--- src/rtl/key_pkg.sv ---
// Shared types for the key conditioner: per-channel FSM states and a small
// helper used to size the repeat counter.
package key_pkg;

    typedef enum logic [1:0] {
        K_RELEASED,
        K_HELD,
        K_DELAY,
        K_REPEAT
    } key_state_t;

    function automatic int max_int(input int a, input int b);
        return (a > b) ? a : b;
    endfunction

endpackage

--- src/rtl/key_pulse_bank_if.sv ---
// Key bank bus: raw keys and repeat enables in, conditioned level/pulses out.
// The release pulse is called release_pulse because `release` is reserved.
interface key_pulse_bank_if #(
    parameter int N_KEYS = 4
);

    logic [N_KEYS-1:0] keys_in;
    logic [N_KEYS-1:0] repeat_en;
    logic [N_KEYS-1:0] held;
    logic [N_KEYS-1:0] press;
    logic [N_KEYS-1:0] release_pulse;

    modport master (
        output keys_in,
        output repeat_en,
        input  held,
        input  press,
        input  release_pulse
    );

    modport slave (
        input  keys_in,
        input  repeat_en,
        output held,
        output press,
        output release_pulse
    );

endinterface

--- src/rtl/key_channel.sv ---
// One key channel: synchroniser, debouncer, and press/repeat/release FSM.
// Every output is a flop, so nothing reaches the outputs combinationally.
module key_channel
    import key_pkg::*;
#(
    parameter int SYNC_STAGES     = 2,
    parameter int DEBOUNCE_CYCLES = 4,
    parameter int REPEAT_DELAY    = 20,
    parameter int REPEAT_RATE     = 8,
    parameter int ACTIVE_LOW      = 1
) (
    input  logic clock,
    input  logic reset,
    input  logic key_in,
    input  logic repeat_en,
    output logic held,
    output logic press,
    output logic release_pulse
);

    localparam int DBW = $clog2(DEBOUNCE_CYCLES + 1);
    localparam int RCW = $clog2(max_int(REPEAT_DELAY, REPEAT_RATE) + 1);
    localparam logic INACTIVE = (ACTIVE_LOW != 0);
    localparam logic [DBW-1:0] DB_LAST   = DBW'(DEBOUNCE_CYCLES - 1);
    localparam logic [RCW-1:0] DELAY_END = RCW'(REPEAT_DELAY);
    localparam logic [RCW-1:0] RATE_END  = RCW'(REPEAT_RATE);

    logic [SYNC_STAGES-1:0] sync_q;
    logic                   act;
    logic [DBW-1:0]         db_cnt;
    logic                   accept;
    logic                   press_evt;
    logic                   release_evt;

    key_state_t     state, state_n;
    logic [RCW-1:0] rpt_cnt, rpt_cnt_n, rpt_inc;
    logic           press_n, release_n;

    always_ff @(posedge clock) begin
        if (reset) begin
            sync_q <= {SYNC_STAGES{INACTIVE}};
        end else begin
            sync_q <= {sync_q[SYNC_STAGES-2:0], key_in};
        end
    end

    assign act = sync_q[SYNC_STAGES-1] ^ INACTIVE;

    // The change is accepted on the DEBOUNCE_CYCLES-th consecutive differing sample.
    assign accept      = (act != held) && (db_cnt == DB_LAST);
    assign press_evt   = accept && !held;
    assign release_evt = accept && held;

    always_ff @(posedge clock) begin
        if (reset) begin
            db_cnt <= '0;
            held   <= 1'b0;
        end else begin
            if (act == held || accept) begin
                db_cnt <= '0;
            end else begin
                db_cnt <= db_cnt + DBW'(1);
            end
            if (accept) begin
                held <= ~held;
            end
        end
    end

    assign rpt_inc = rpt_cnt + RCW'(1);

    // A release always takes precedence over a repeat falling due in the same cycle.
    always_comb begin
        state_n   = state;
        rpt_cnt_n = rpt_cnt;
        press_n   = 1'b0;
        release_n = 1'b0;
        case (state)
            K_RELEASED: begin
                if (press_evt) begin
                    press_n   = 1'b1;
                    rpt_cnt_n = '0;
                    state_n   = repeat_en ? K_DELAY : K_HELD;
                end
            end
            K_HELD: begin
                if (release_evt) begin
                    release_n = 1'b1;
                    rpt_cnt_n = '0;
                    state_n   = K_RELEASED;
                end
            end
            K_DELAY, K_REPEAT: begin
                if (release_evt) begin
                    release_n = 1'b1;
                    rpt_cnt_n = '0;
                    state_n   = K_RELEASED;
                end else if (!repeat_en) begin
                    rpt_cnt_n = '0;
                    state_n   = K_HELD;
                end else if (rpt_inc == ((state == K_DELAY) ? DELAY_END : RATE_END)) begin
                    press_n   = 1'b1;
                    rpt_cnt_n = '0;
                    state_n   = K_REPEAT;
                end else begin
                    rpt_cnt_n = rpt_inc;
                end
            end
            default: begin
                rpt_cnt_n = '0;
                state_n   = K_RELEASED;
            end
        endcase
    end

    always_ff @(posedge clock) begin
        if (reset) begin
            state         <= K_RELEASED;
            rpt_cnt       <= '0;
            press         <= 1'b0;
            release_pulse <= 1'b0;
        end else begin
            state         <= state_n;
            rpt_cnt       <= rpt_cnt_n;
            press         <= press_n;
            release_pulse <= release_n;
        end
    end

endmodule

--- src/rtl/key_pulse_bank.sv ---
// Bank of independent key channels sharing one clock and reset.
module key_pulse_bank #(
    parameter int N_KEYS          = 4,
    parameter int SYNC_STAGES     = 2,
    parameter int DEBOUNCE_CYCLES = 4,
    parameter int REPEAT_DELAY    = 20,
    parameter int REPEAT_RATE     = 8,
    parameter int ACTIVE_LOW      = 1
) (
    input logic clock,
    input logic reset,
    key_pulse_bank_if.slave bus
);

    logic [N_KEYS-1:0] held_w;
    logic [N_KEYS-1:0] press_w;
    logic [N_KEYS-1:0] release_w;

    for (genvar i = 0; i < N_KEYS; i++) begin : g_chan
        key_channel #(
            .SYNC_STAGES    (SYNC_STAGES),
            .DEBOUNCE_CYCLES(DEBOUNCE_CYCLES),
            .REPEAT_DELAY   (REPEAT_DELAY),
            .REPEAT_RATE    (REPEAT_RATE),
            .ACTIVE_LOW     (ACTIVE_LOW)
        ) u_chan (
            .clock        (clock),
            .reset        (reset),
            .key_in       (bus.keys_in[i]),
            .repeat_en    (bus.repeat_en[i]),
            .held         (held_w[i]),
            .press        (press_w[i]),
            .release_pulse(release_w[i])
        );
    end

    assign bus.held          = held_w;
    assign bus.press         = press_w;
    assign bus.release_pulse = release_w;

endmodule

--- src/flat_wrapper.sv ---
// flat-port wrapper written by rule: the top's interface ports become plain ports
module key_pulse_bank_flat 
#(
    parameter int N_KEYS          = 4,
    parameter int SYNC_STAGES     = 2,
    parameter int DEBOUNCE_CYCLES = 4,
    parameter int REPEAT_DELAY    = 20,
    parameter int REPEAT_RATE     = 8,
    parameter int ACTIVE_LOW      = 1
)
  (clock, reset, bus_keys_in, bus_repeat_en, bus_held, bus_press, bus_release_pulse);
  key_pulse_bank_if #(.N_KEYS(N_KEYS)) bus_i ();
  input logic clock;
  input logic reset;
  input wire logic [$bits(bus_i.keys_in)-1:0] bus_keys_in;
  input wire logic [$bits(bus_i.repeat_en)-1:0] bus_repeat_en;
  output wire logic [$bits(bus_i.held)-1:0] bus_held;
  output wire logic [$bits(bus_i.press)-1:0] bus_press;
  output wire logic [$bits(bus_i.release_pulse)-1:0] bus_release_pulse;
  assign bus_i.keys_in = bus_keys_in;
  assign bus_i.repeat_en = bus_repeat_en;
  assign bus_held = bus_i.held;
  assign bus_press = bus_i.press;
  assign bus_release_pulse = bus_i.release_pulse;
  key_pulse_bank #(.N_KEYS(N_KEYS), .SYNC_STAGES(SYNC_STAGES), .DEBOUNCE_CYCLES(DEBOUNCE_CYCLES), .REPEAT_DELAY(REPEAT_DELAY), .REPEAT_RATE(REPEAT_RATE), .ACTIVE_LOW(ACTIVE_LOW)) u_core (.clock(clock), .reset(reset), .bus(bus_i));
endmodule
--- config.mk ---
export PLATFORM = sky130hd
export DESIGN_NAME = key_pulse_bank_flat
export DESIGN_NICKNAME = d
export VERILOG_FILES = /design/src/rtl/key_pkg.sv /design/src/rtl/key_pulse_bank_if.sv /design/src/rtl/key_channel.sv /design/src/rtl/key_pulse_bank.sv /design/src/flat_wrapper.sv
export SDC_FILE = /design/constraint.sdc
export NUM_CORES = 1
export LEC_CHECK = 0
export ABC_CLOCK_PERIOD_IN_PS = 1600
export BUFFER_PORTS_ARGS = -buffer_cell sky130_fd_sc_hd__buf_2
export CORE_UTILIZATION = 36
export DETAILED_ROUTE_END_ITERATION = 6
export SLEW_MARGIN = 15
export SYNTH_ARGS = -nofsm -noshare
export SYNTH_HDL_FRONTEND = slang
export SYNTH_HIERARCHICAL = 1
export SYNTH_SLANG_ARGS = --single-unit
--- constraint.sdc ---
create_clock -name clock -period 1.6 [get_ports clock]
set_clock_uncertainty 0.1 [all_clocks]
set_input_delay 0.24 -clock clock [delete_from_list [all_inputs] [get_ports clock]]
set_output_delay 0.24 -clock clock [all_outputs]
set_load 0.1 [all_outputs]
; After elaboration in Yosys (flattened, before gate mapping)
; Cells that the tools add are included.
[classes]
add_sub_neg = 8
multipliers = 0
div = 0
magnitude_cmp = 0
eq_ne = 40
n_shift = 0
muxes = 80
n_bitwise = 12
reduce_logical = 48
[op_table]
columns = op, n
row1 = 2-to-1 mux 5 bit, 24
row2 = one-hot mux 5 bit (3 select lines), 4
row3 = 2-to-1 mux 2 bit, 24
row4 = one-hot mux 2 bit (3 select lines), 4
row5 = OR reduction 2 bit, 12
row6 = adder 5 x 1 -> 5 bit (second input constant), 4
row7 = == test 5 bit, 4
row8 = 2-to-1 mux 1 bit, 20
row9 = == test 2 bit (second input constant), 8
row10 = inequality test 2 bit (second input constant), 8
row11 = inequality test 4 bit (second input constant), 4
row12 = adder 3 x 1 -> 3 bit (second input constant), 4
row13 = == test 3 x 2 -> 1 bit (second input constant), 4
row14 = logical AND 1 bit, 12
row15 = inverter 1 bit, 12
row16 = AND reduction 3 bit, 4
row17 = OR reduction 3 bit, 4
row18 = == test 2 x 1 -> 1 bit (second input constant), 4
row19 = zero test 2 bit, 4
row20 = one-hot mux 1 bit (2 select lines), 4
row21 = AND reduction 2 bit, 4
row22 = == test 1 bit, 4
row23 = zero test 1 bit, 4
row24 = logical OR 1 bit, 4
row25 = inequality test 1 bit, 4
[word_totals]
regBits = 60
latch_bits = 0
mem_bits_rw = 0
mem_bits_ro = 0
inputBits = 10
mem_count = 0

; Depth between registers and ports, before layout
; Gate-level depths: netlist of the first run.
[logic_depth]
ltp_word = 7
depth_mapped = 7

; Modules after synthesis
; Netlist of the first run, hierarchy kept.
[by_module_without_submodules]
columns = mod, n_inst, cells_each, area_each_um2, seq_area_each_um2
row1 = key_channel (u_core.g_chan[0].u_chan ...), 3, 91, 785.8, 300.3
row2 = key_channel (u_core.g_chan[3].u_chan), 1, 94, 788.3, 300.3

; Worst setup path after synthesis of the first run
; No wires, ideal clock.
[synth_timing]
kind = register to register
startpoint = register u_core.g_chan[0].u_chan.held
endpoint = register u_core.g_chan[0].u_chan.rpt_cnt[2]
setup_time_ps = 117
arrival_time_ps = 1848
required_time_ps = 1383
path_slack_ps = -465
stages_incl_launch_ff = 6
n_path_buf = 1
period_less_slack_ps = 2065
cell_sequence = dfxtp_1 nand3_2 and4b_1 buf_2 a22oi_1 o21ai_1
[synth_via]
elab_chain_cells = 5
[synth_lines]
columns = element, line_no
row1 = from (decl), key_channel.sv:16  ; output logic held,
row2 = from (signal assigned), key_channel.sv:65  ; held <= ~held;
row3 = inequality test 1 bit, key_channel.sv:50  ; assign accept = (act != held) && (db_cnt == DB_LAST);
row4 = logical AND 1 bit, key_channel.sv:50
row5 = logical AND 1 bit (on tied branches), "key_channel.sv:52, key_channel.sv:51"
row6 = 2-to-1 mux 5 bit / inequality test 2 bit (equally long branches), --
row7 = one-hot mux 5 bit (3 select lines) / AND reduction 2 bit (equally long branches), --
row8 = to (signal assigned), key_channel.sv:124  ; rpt_cnt <= rpt_cnt_n;
row9 = to (decl), key_channel.sv:36  ; logic [RCW-1:0] rpt_cnt, rpt_cnt_n, rpt_inc;
; Parallel ways exist; a longest one is shown, timed or not.
; A chain may end at the register's enable or synchronous reset.

; Final worst setup path of the first run
[layout_timing]
startpoint = register u_core.g_chan[1].u_chan.db_cnt[0]
endpoint = register u_core.g_chan[1].u_chan.state[1]
[layout_via]
elab_chain_cells = 5
[layout_lines]
columns = element, line_no
row1 = from (decl), key_channel.sv:30  ; logic [DBW-1:0] db_cnt;
row2 = from (signal assigned), key_channel.sv:62  ; db_cnt <= db_cnt + DBW'(1);
row3 = == test 3 x 2 -> 1 bit *, key_channel.sv:50
row4 = logical AND 1 bit *, key_channel.sv:50
row5 = logical AND 1 bit (on tied branches), "key_channel.sv:52, key_channel.sv:51"
row6 = "inequality test 4 bit (no line), or another cell as far along", --
row7 = AND reduction 3 bit (no line) / one-hot mux 2 bit (3 select lines) (equally long branches), --
row8 = to (signal assigned), key_channel.sv:123  ; state <= state_n;
row9 = to (decl), key_channel.sv:35  ; key_state_t state, state_n;
; Every way passes the cells marked *; elsewhere a longest branch is shown, timed or not.

==> flow_summary.json, run 1 <==
{
  "worst_slack_at_placement_ps": -54.0,
  "antenna_found_initial": 0,
  "post-route-min-period_ps": 1560,
  "synth.top_cells.by_area": "sky130_fd_sc_hd__dfxtp_1, sky130_fd_sc_hd__nor2_1, sky130_fd_sc_hd__ha_1",
  "final_layout_size_suffix_gt1_share_pct": 29.4,
  "mappedNetlistArea_mm2": 0.00315,
  "timing.rr.end": "u_core/g_chan[1].u_chan/state[1]$_SDFFE_PP0P_",
  "synth-seq-cells": 60,
  "pwr-share-seq_pct": 53.6,
  "cts_inserted_buffers": 9,
  "top_ff_cell_synth": "sky130_fd_sc_hd__dfxtp_1",
  "layout.filler_cells": 820,
  "grt_start_max_net_pins": 21,
  "port-buffer-count": 21,
  "dieWidth_um": 95.5,
  "hold_ws_ps": 92.9,
  "grt_usage_pct": 15.9,
  "drt_drc_violations_left": 0,
  "synth-edff-count": 0,
  "htreeDepth": 3,
  "num_rows": 33,
  "globalRoute.totalOverflow": 0,
  "cp-startpoint": "u_core/g_chan[1].u_chan/db_cnt[0]$_SDFF_PP0_",
  "unrepaired_setup_endpoints_after_global_routing": "yes",
  "worst_r2r_path_depth": 6,
  "finalPower_mw": 2.82,
  "maxCapViolations": 0,
  "switching_share_pct": 22.5,
  "post_layout_nonfiller_instances": 523,
  "post_synth_cell_types": 51,
  "routed_wire_length_um": 6630,
  "post_dp_cell_area_mm2": 0.00348,
  "io_pins": 22,
  "hold_path.class": "in2reg",
  "coreArea_mm2": 0.00834,
  "timing.rr.start": "u_core/g_chan[1].u_chan/db_cnt[0]$_SDFF_PP0_",
  "asyncSetResetFlopFracSynth_pct": 0,
  "first_iter_violations": 63,
  "first_global_vias": 2543,
  "grt_pass1_wl_um": 11400,
  "status": "finished clean",
  "max_freq_ghz": 0.642,
  "netlist.top_cell.by_area": "sky130_fd_sc_hd__dfxtp_1",
  "yosysWarningCount": 6,
  "clock_sink_count": 60,
  "maxSlewViolCount": 0,
  "clk_pin_slew_worst_paths_ps": 70,
  "critical_path.max_fanout": 7,
  "finalNetCount": 435,
  "avgViaCountPerCell": 5.22,
  "drt_pre_antenna_iters": 4,
  "gp_routability_congestion": 0.849,
  "die-height_um": 95.5,
  "cp_data_arrival_time_ps": 1710,
  "clkPwrFrac_pct": 43.1,
  "critical_path_class": "reg2reg",
  "diodes": 0,
  "max_slew.worst_pin.slew_ps": 492,
  "place.detailed.hpwl_um": 4520,
  "p_switching_mw": 0.635,
  "place.detailed.instances": 499,
  "synth_sequential_area_ratio_pct": 38.2,
  "wl_per_cell_um": 12.7,
  "synth_top_area_share_pct": 38.2,
  "buffer_depth_of_the_longest_clock_path": 2,
  "setup.worst_path.end_class": "flip-flop",
  "cp_data_required_time_ps": 1750,
  "cellInternalPower_mw": 2.19,
  "fin_setup_tns_ps": 0,
  "postLayoutSetupSlackWorst_ps": 41.8,
  "synth_common_cells": "sky130_fd_sc_hd__dfxtp_1, sky130_fd_sc_hd__nor2_1, sky130_fd_sc_hd__nand2_1",
  "postSynthCellCount": 367,
  "pwr_dens_mw_per_mm2": 725,
  "postSynthNetCount": 389,
  "endpoint": "u_core/g_chan[1].u_chan/state[1]$_SDFFE_PP0P_",
  "route.vias.total": 2732,
  "p_comb_share_pct": 3.2,
  "floorplan.die_area_mm2": 0.00912,
  "clock-root-buffer": "sky130_fd_sc_hd__clkbuf_8",
  "leakage_nw": 1.48,
  "worst_ir_drop_vdd_mv": 0.373,
  "route.antenna.remaining_nets": 0,
  "clock_insertion_delay_at_the_later_pin_of_the_skew_report_ps": 330,
  "post_synth.cell_area_avg_um2": 8.57,
  "setup.worst_path.start_class": "flip-flop",
  "max-slew-margin-rel_pct": 67.5,
  "min_period_over_period_pct": 97.4,
  "report.final.hold_viol_count": 0,
  "final-setup-viol-count": 0,
  "cts_tree": "yes",
  "initial_standard_cell_utilization_of_the_core_pct": 37.7,
  "post-route-util_pct": 46.7,
  "r2r_slack_ps": 40,
  "area_of_all_placed_cells_without_fillers_mm2": 0.00389,
  "area_growth_syn_to_layout_pct": 23.8,
  "synth.most_common_cell": "sky130_fd_sc_hd__dfxtp_1"
}
-- worst min-delay path by stage --
stage | start | to | cells past startpoint
3_5_place_dp | u_core/g_chan[0].u_chan/sync_q[0]$_SDFF_PP1_ | u_core/g_chan[0].u_chan/sync_q[1]$_SDFF_PP1_ | 1
4_1_cts | bus_repeat_en[3] | u_core/g_chan[3].u_chan/state[1]$_SDFFE_PP0P_ | 2
3_3_place_gp | u_core/g_chan[0].u_chan/sync_q[0]$_SDFF_PP1_ | u_core/g_chan[0].u_chan/sync_q[1]$_SDFF_PP1_ | 1
6_report | bus_repeat_en[3] | u_core/g_chan[3].u_chan/state[1]$_SDFFE_PP0P_ | 2
5_1_grt | bus_repeat_en[2] | u_core/g_chan[2].u_chan/state[1]$_SDFFE_PP0P_ | 2
2_1_floorplan | bus_keys_in[0] | u_core/g_chan[0].u_chan/sync_q[0]$_SDFF_PP1_ | 1
-- registers in the layout (all words and copies together), names as in the netlist --
name,count
u_core/g_chan.u_chan/release_pulse,4
u_core/g_chan.u_chan/db_cnt,12
u_core/g_chan.u_chan/sync_q,8
u_core/g_chan.u_chan/state,8
u_core/g_chan.u_chan/rpt_cnt,20
u_core/g_chan.u_chan/held,4
u_core/g_chan.u_chan/press,4
-- metal layers --
layer	global-route usage, %	wire length, um
met5	0	0
met1	19.2	3100
met2	26.7	3180
met3	4.39	261
met4	5.85	90
-- kinds of logic after synthesis --
family | share of synthesized area, %
AOI/OAI and AO/OA | 18.3
xor gates and xnor gates | 2.23
adders and majority gates | 4.77
buffers and inverters | 6.88
DFF | 38.2
muxes | 1.31
and+or+nand+nor | 28.3
-- worst max-delay path, stage by stage, from the launching register on --
cell                      delay [ps]
sky130_fd_sc_hd__dfxtp_2         350
sky130_fd_sc_hd__ha_4            140
sky130_fd_sc_hd__ha_4            160
sky130_fd_sc_hd__or3b_1          360
sky130_fd_sc_hd__a21oi_1         130
sky130_fd_sc_hd__a21oi_1          50
sky130_fd_sc_hd__nor3b_1         180
-- cell type report --
class | instances | area [um^2] | share of cell area, %
Multi-Input combinational cell | 262 | 1890 | 48.6
Sequential cell | 60 | 1230 | 31.5
Timing Repair Buffer | 57 | 385 | 9.90
Clock buffer | 14 | 163 | 4.18
Tap cell | 105 | 131 | 3.37
Inverter | 23 | 86.3 | 2.22
Clock inverter | 2 | 10.0 | 0.257
-- power groups by stage --
stage	logic, mW	clock network, mW	registers [mW]
after floorplan	0.0511	0	1.54
after global placement	0.0817	0	1.54
after detailed placement	0.0822	0	1.54
after CTS	0.0904	1.27	1.51
after global routing	0.103	1.32	1.51
final	0.0915	1.22	1.51
-- placed cells by master (no fill, tap or decap), types with 4 or more instances in the layout --
cell type	netlist	layout
sky130_fd_sc_hd__or2_2	8	8
sky130_fd_sc_hd__nor3b_1	4	4
sky130_fd_sc_hd__o22ai_1	6	6
sky130_fd_sc_hd__dfxtp_2	0	9
sky130_fd_sc_hd__and3_1	11	10
sky130_fd_sc_hd__nor3_1	7	7
sky130_fd_sc_hd__dfxtp_1	60	47
sky130_fd_sc_hd__o21ai_0	7	7
sky130_fd_sc_hd__a22oi_1	8	7
sky130_fd_sc_hd__clkbuf_8	0	11
sky130_fd_sc_hd__ha_4	0	8
sky130_fd_sc_hd__nand2b_1	5	5
sky130_fd_sc_hd__buf_2	8	21
sky130_fd_sc_hd__dfxtp_4	0	4
sky130_fd_sc_hd__nand3_2	4	4
sky130_fd_sc_hd__inv_1	23	23
sky130_fd_sc_hd__nand2_1	25	25
sky130_fd_sc_hd__dlygate4sd3_1	0	4
sky130_fd_sc_hd__nor2_1	42	42
sky130_fd_sc_hd__nand4_1	7	7
sky130_fd_sc_hd__buf_4	3	32
sky130_fd_sc_hd__a22o_1	9	9
sky130_fd_sc_hd__or3_1	4	4
sky130_fd_sc_hd__xor2_1	5	5
sky130_fd_sc_hd__nand3_1	13	13
sky130_fd_sc_hd__and2_1	6	6
sky130_fd_sc_hd__o21ai_1	9	9
sky130_fd_sc_hd__o2111ai_2	4	4
sky130_fd_sc_hd__a21oi_1	16	14
-- what timing repair did --
| item | 4_1_cts | 5_1_grt |
|---|---|---|
| setup buffers | 0 | 4 |
| gates resized for setup | 12 | 24 |
| gates cloned | 0 | 0 |
| pin swaps | 1 | 14 |
| hold buffers | 4 | 0 |
| endpoints found under the setup margin | 22 | 26 |
| endpoints found under the hold margin | 4 | 0 |
(Power assumes the default switching activity.)
==> run 2, diff against run 1 <==
--- a/config.mk
+++ b/config.mk
@@ -7,6 +7,7 @@
 export LEC_CHECK = 0
 export ABC_CLOCK_PERIOD_IN_PS = 1600
 export BUFFER_PORTS_ARGS = -buffer_cell sky130_fd_sc_hd__buf_2
+export CORE_ASPECT_RATIO = 0.7
 export CORE_UTILIZATION = 36
 export DETAILED_ROUTE_END_ITERATION = 6
 export SLEW_MARGIN = 15
==> run 2 against run 1 <==
First-iteration DRC count increased by 79%. Flip-flop and latch count did not move. Combinational power up 2%.
==> flow_summary.json, run 2 (synthesized netlist as in run 1, its figures left out) <==
{
  "route.vias.total": 2775,
  "cts_tree": "yes",
  "gp_routability_congestion": 0.816,
  "grt_start_max_net_pins": 24,
  "report.final.hold_viol_count": 0,
  "diodes": 0,
  "clock_insertion_delay_at_the_later_pin_of_the_skew_report_ps": 320,
  "p_switching_mw": 0.696,
  "leakage_nw": 1.54,
  "maxCapViolations": 0,
  "post-route-min-period_ps": 1540,
  "pwr-share-seq_pct": 43.8,
  "first_global_vias": 2420,
  "path_cells": "ha_4 -> ha_4 -> or3b_1 -> a21oi_2 -> a21oi_1 -> nor3b_1",
  "critical_path_class": "reg2reg",
  "setup.worst_path.start_class": "flip-flop",
  "hold_ws_ps": 101,
  "pwr_dens_mw_per_mm2": 851,
  "port-buffer-count": 21,
  "clkPwrFrac_pct": 53.5,
  "dieWidth_um": 114,
  "most-common-layout-cells": "sky130_fd_sc_hd__dfxtp_1, sky130_fd_sc_hd__nor2_1, sky130_fd_sc_hd__buf_4",
  "unrepaired_setup_endpoints_after_global_routing": "yes",
  "buffer_depth_of_the_longest_clock_path": 2,
  "max_slew.worst_pin.slew_ps": 503,
  "grt_pass1_wl_um": 11300,
  "routed_wire_length_um": 6690,
  "final-setup-viol-count": 0,
  "initial_standard_cell_utilization_of_the_core_pct": 37.1,
  "cp_data_arrival_time_ps": 1690,
  "cellInternalPower_mw": 2.76,
  "layout.cells.most_common": "sky130_fd_sc_hd__dfxtp_1",
  "finalNetCount": 436,
  "crit_path_max_incr_delay_ps": 370,
  "reg.largest.list": "u_core/g_chan.u_chan/rpt_cnt: 20 flops, u_core/g_chan.u_chan/db_cnt: 12 flops",
  "min_period_over_period_pct": 96.4,
  "cts_inserted_buffers": 9,
  "max_freq_ghz": 0.648,
  "floorplan.die_area_mm2": 0.00912,
  "htreeDepth": 3,
  "num_rows": 28,
  "clock-root-buffer": "sky130_fd_sc_hd__clkbuf_16",
  "max_flop_register": "u_core/g_chan.u_chan/rpt_cnt",
  "globalRoute.totalOverflow": 0,
  "cp_data_required_time_ps": 1750,
  "die-height_um": 80.2,
  "clk_pin_slew_worst_paths_ps": 50,
  "switching_share_pct": 20.1,
  "p_comb_share_pct": 2.7,
  "status": "finished clean",
  "max-slew-margin-rel_pct": 66.7,
  "area_growth_syn_to_layout_pct": 29.2,
  "worst_ir_drop_vdd_mv": 0.685,
  "r2r_slack_ps": 60,
  "fin_setup_tns_ps": 0,
  "drt_pre_antenna_iters": 4,
  "clock_sink_count": 60,
  "worst_slack_at_placement_ps": -71.5,
  "worst_path_max_delay_cell": "sky130_fd_sc_hd__or3b_1",
  "postLayoutSetupSlackWorst_ps": 57.4,
  "wl_per_cell_um": 12.4,
  "first_iter_violations": 113,
  "maxSlewViolCount": 0,
  "setup.worst_path.end_class": "flip-flop",
  "io_pins": 22,
  "largest_register_ff_count": 20,
  "critPathMostFrequentCell": "sky130_fd_sc_hd__ha_4",
  "avgViaCountPerCell": 5.16,
  "drt_drc_violations_left": 0,
  "route.antenna.remaining_nets": 0,
  "final_layout_size_suffix_gt1_share_pct": 31.6,
  "place.detailed.hpwl_um": 4570,
  "coreArea_mm2": 0.00848,
  "critical_path.max_fanout": 6,
  "antenna_found_initial": 0,
  "hold_path.class": "in2reg",
  "grt_usage_pct": 15.9
}
## run 2: worst paths after layout
kind	startpoint	end	cells after the start
max	u_core/g_chan[2].u_chan/db_cnt[1]$_SDFF_PP0_	u_core/g_chan[2].u_chan/state[1]$_SDFFE_PP0P_	6
min	bus_repeat_en[3]	u_core/g_chan[3].u_chan/state[1]$_SDFFE_PP0P_	2
max reg2reg	u_core/g_chan[2].u_chan/db_cnt[1]$_SDFF_PP0_	u_core/g_chan[2].u_chan/state[1]$_SDFFE_PP0P_	6
min reg2reg	u_core/g_chan[1].u_chan/sync_q[0]$_SDFF_PP1_	u_core/g_chan[1].u_chan/sync_q[1]$_SDFF_PP1_	1
## run 2: final cells by class
| type | count | area, um^2 |
|---|---|---|
| Clock inverter | 1 | 5.00 |
| Clock buffer | 14 | 285 |
| Multi-Input combinational cell | 262 | 1910 |
| Timing Repair Buffer | 58 | 393 |
| Tap cell | 120 | 150 |
| Sequential cell | 60 | 1230 |
| Inverter | 23 | 86.3 |
| Fill cell | 800 | 4410 |
## run 2: what timing repair did
| action | CTS | global route |
|---|---|---|
| buffers inserted | 0 | 3 |
| hold buffers | 4 | 0 |
| pin swaps | 2 | 15 |
| hold endpoints to repair | 4 | 0 |
| endpoints found under the setup margin | 21 | 27 |
| gates resized for setup | 11 | 34 |
## run 2: critical path: cells and delay by family, from the launching register on
family	cells	cell delay [ps]
AO/OA/AOI/OAI	2	200
adder cells (fa/ha/maj)	2	300
flip-flops	1	340
AND/OR/NAND/NOR	2	550
## run 2: metrics by stage
| step | utilization, % | total power [mW] | cells | area [um^2] |
|---|---|---|---|---|
| floorplan | - | 1.59 | 367 | 3170 |
| global placement | 41.4 | 1.63 | 516 | 3510 |
| detailed placement | 41.4 | 1.63 | 516 | 3510 |
| CTS | 46.1 | 3.52 | 535 | 3910 |
| global route | 47.9 | 3.60 | 538 | 4060 |
| finish | 47.9 | 3.46 | 538 | 4060 |
## run 2: per-layer routing
| metal | vias up | share of wire [%] | track usage, % |
|---|---|---|---|
| li1 | 1414 | - | - |
| met1 | 1273 | 50 | 21.6 |
| met2 | 78 | 43 | 22.7 |
| met3 | 10 | 6.2 | 5.43 |
| met4 | 0 | 1.2 | 6.71 |
| met5 | - | 0 | 0 |
## run 2: power by group through the flow
stage                     Combinational (mW)  Sequential [mW]  Clock, mW
after global routing                   0.106             1.52       1.98
after CTS                             0.0911             1.51       1.91
after floorplan                       0.0511             1.54          0
final                                 0.0933             1.52       1.85
after global placement                0.0829             1.54          0
after detailed placement              0.0831             1.54          0
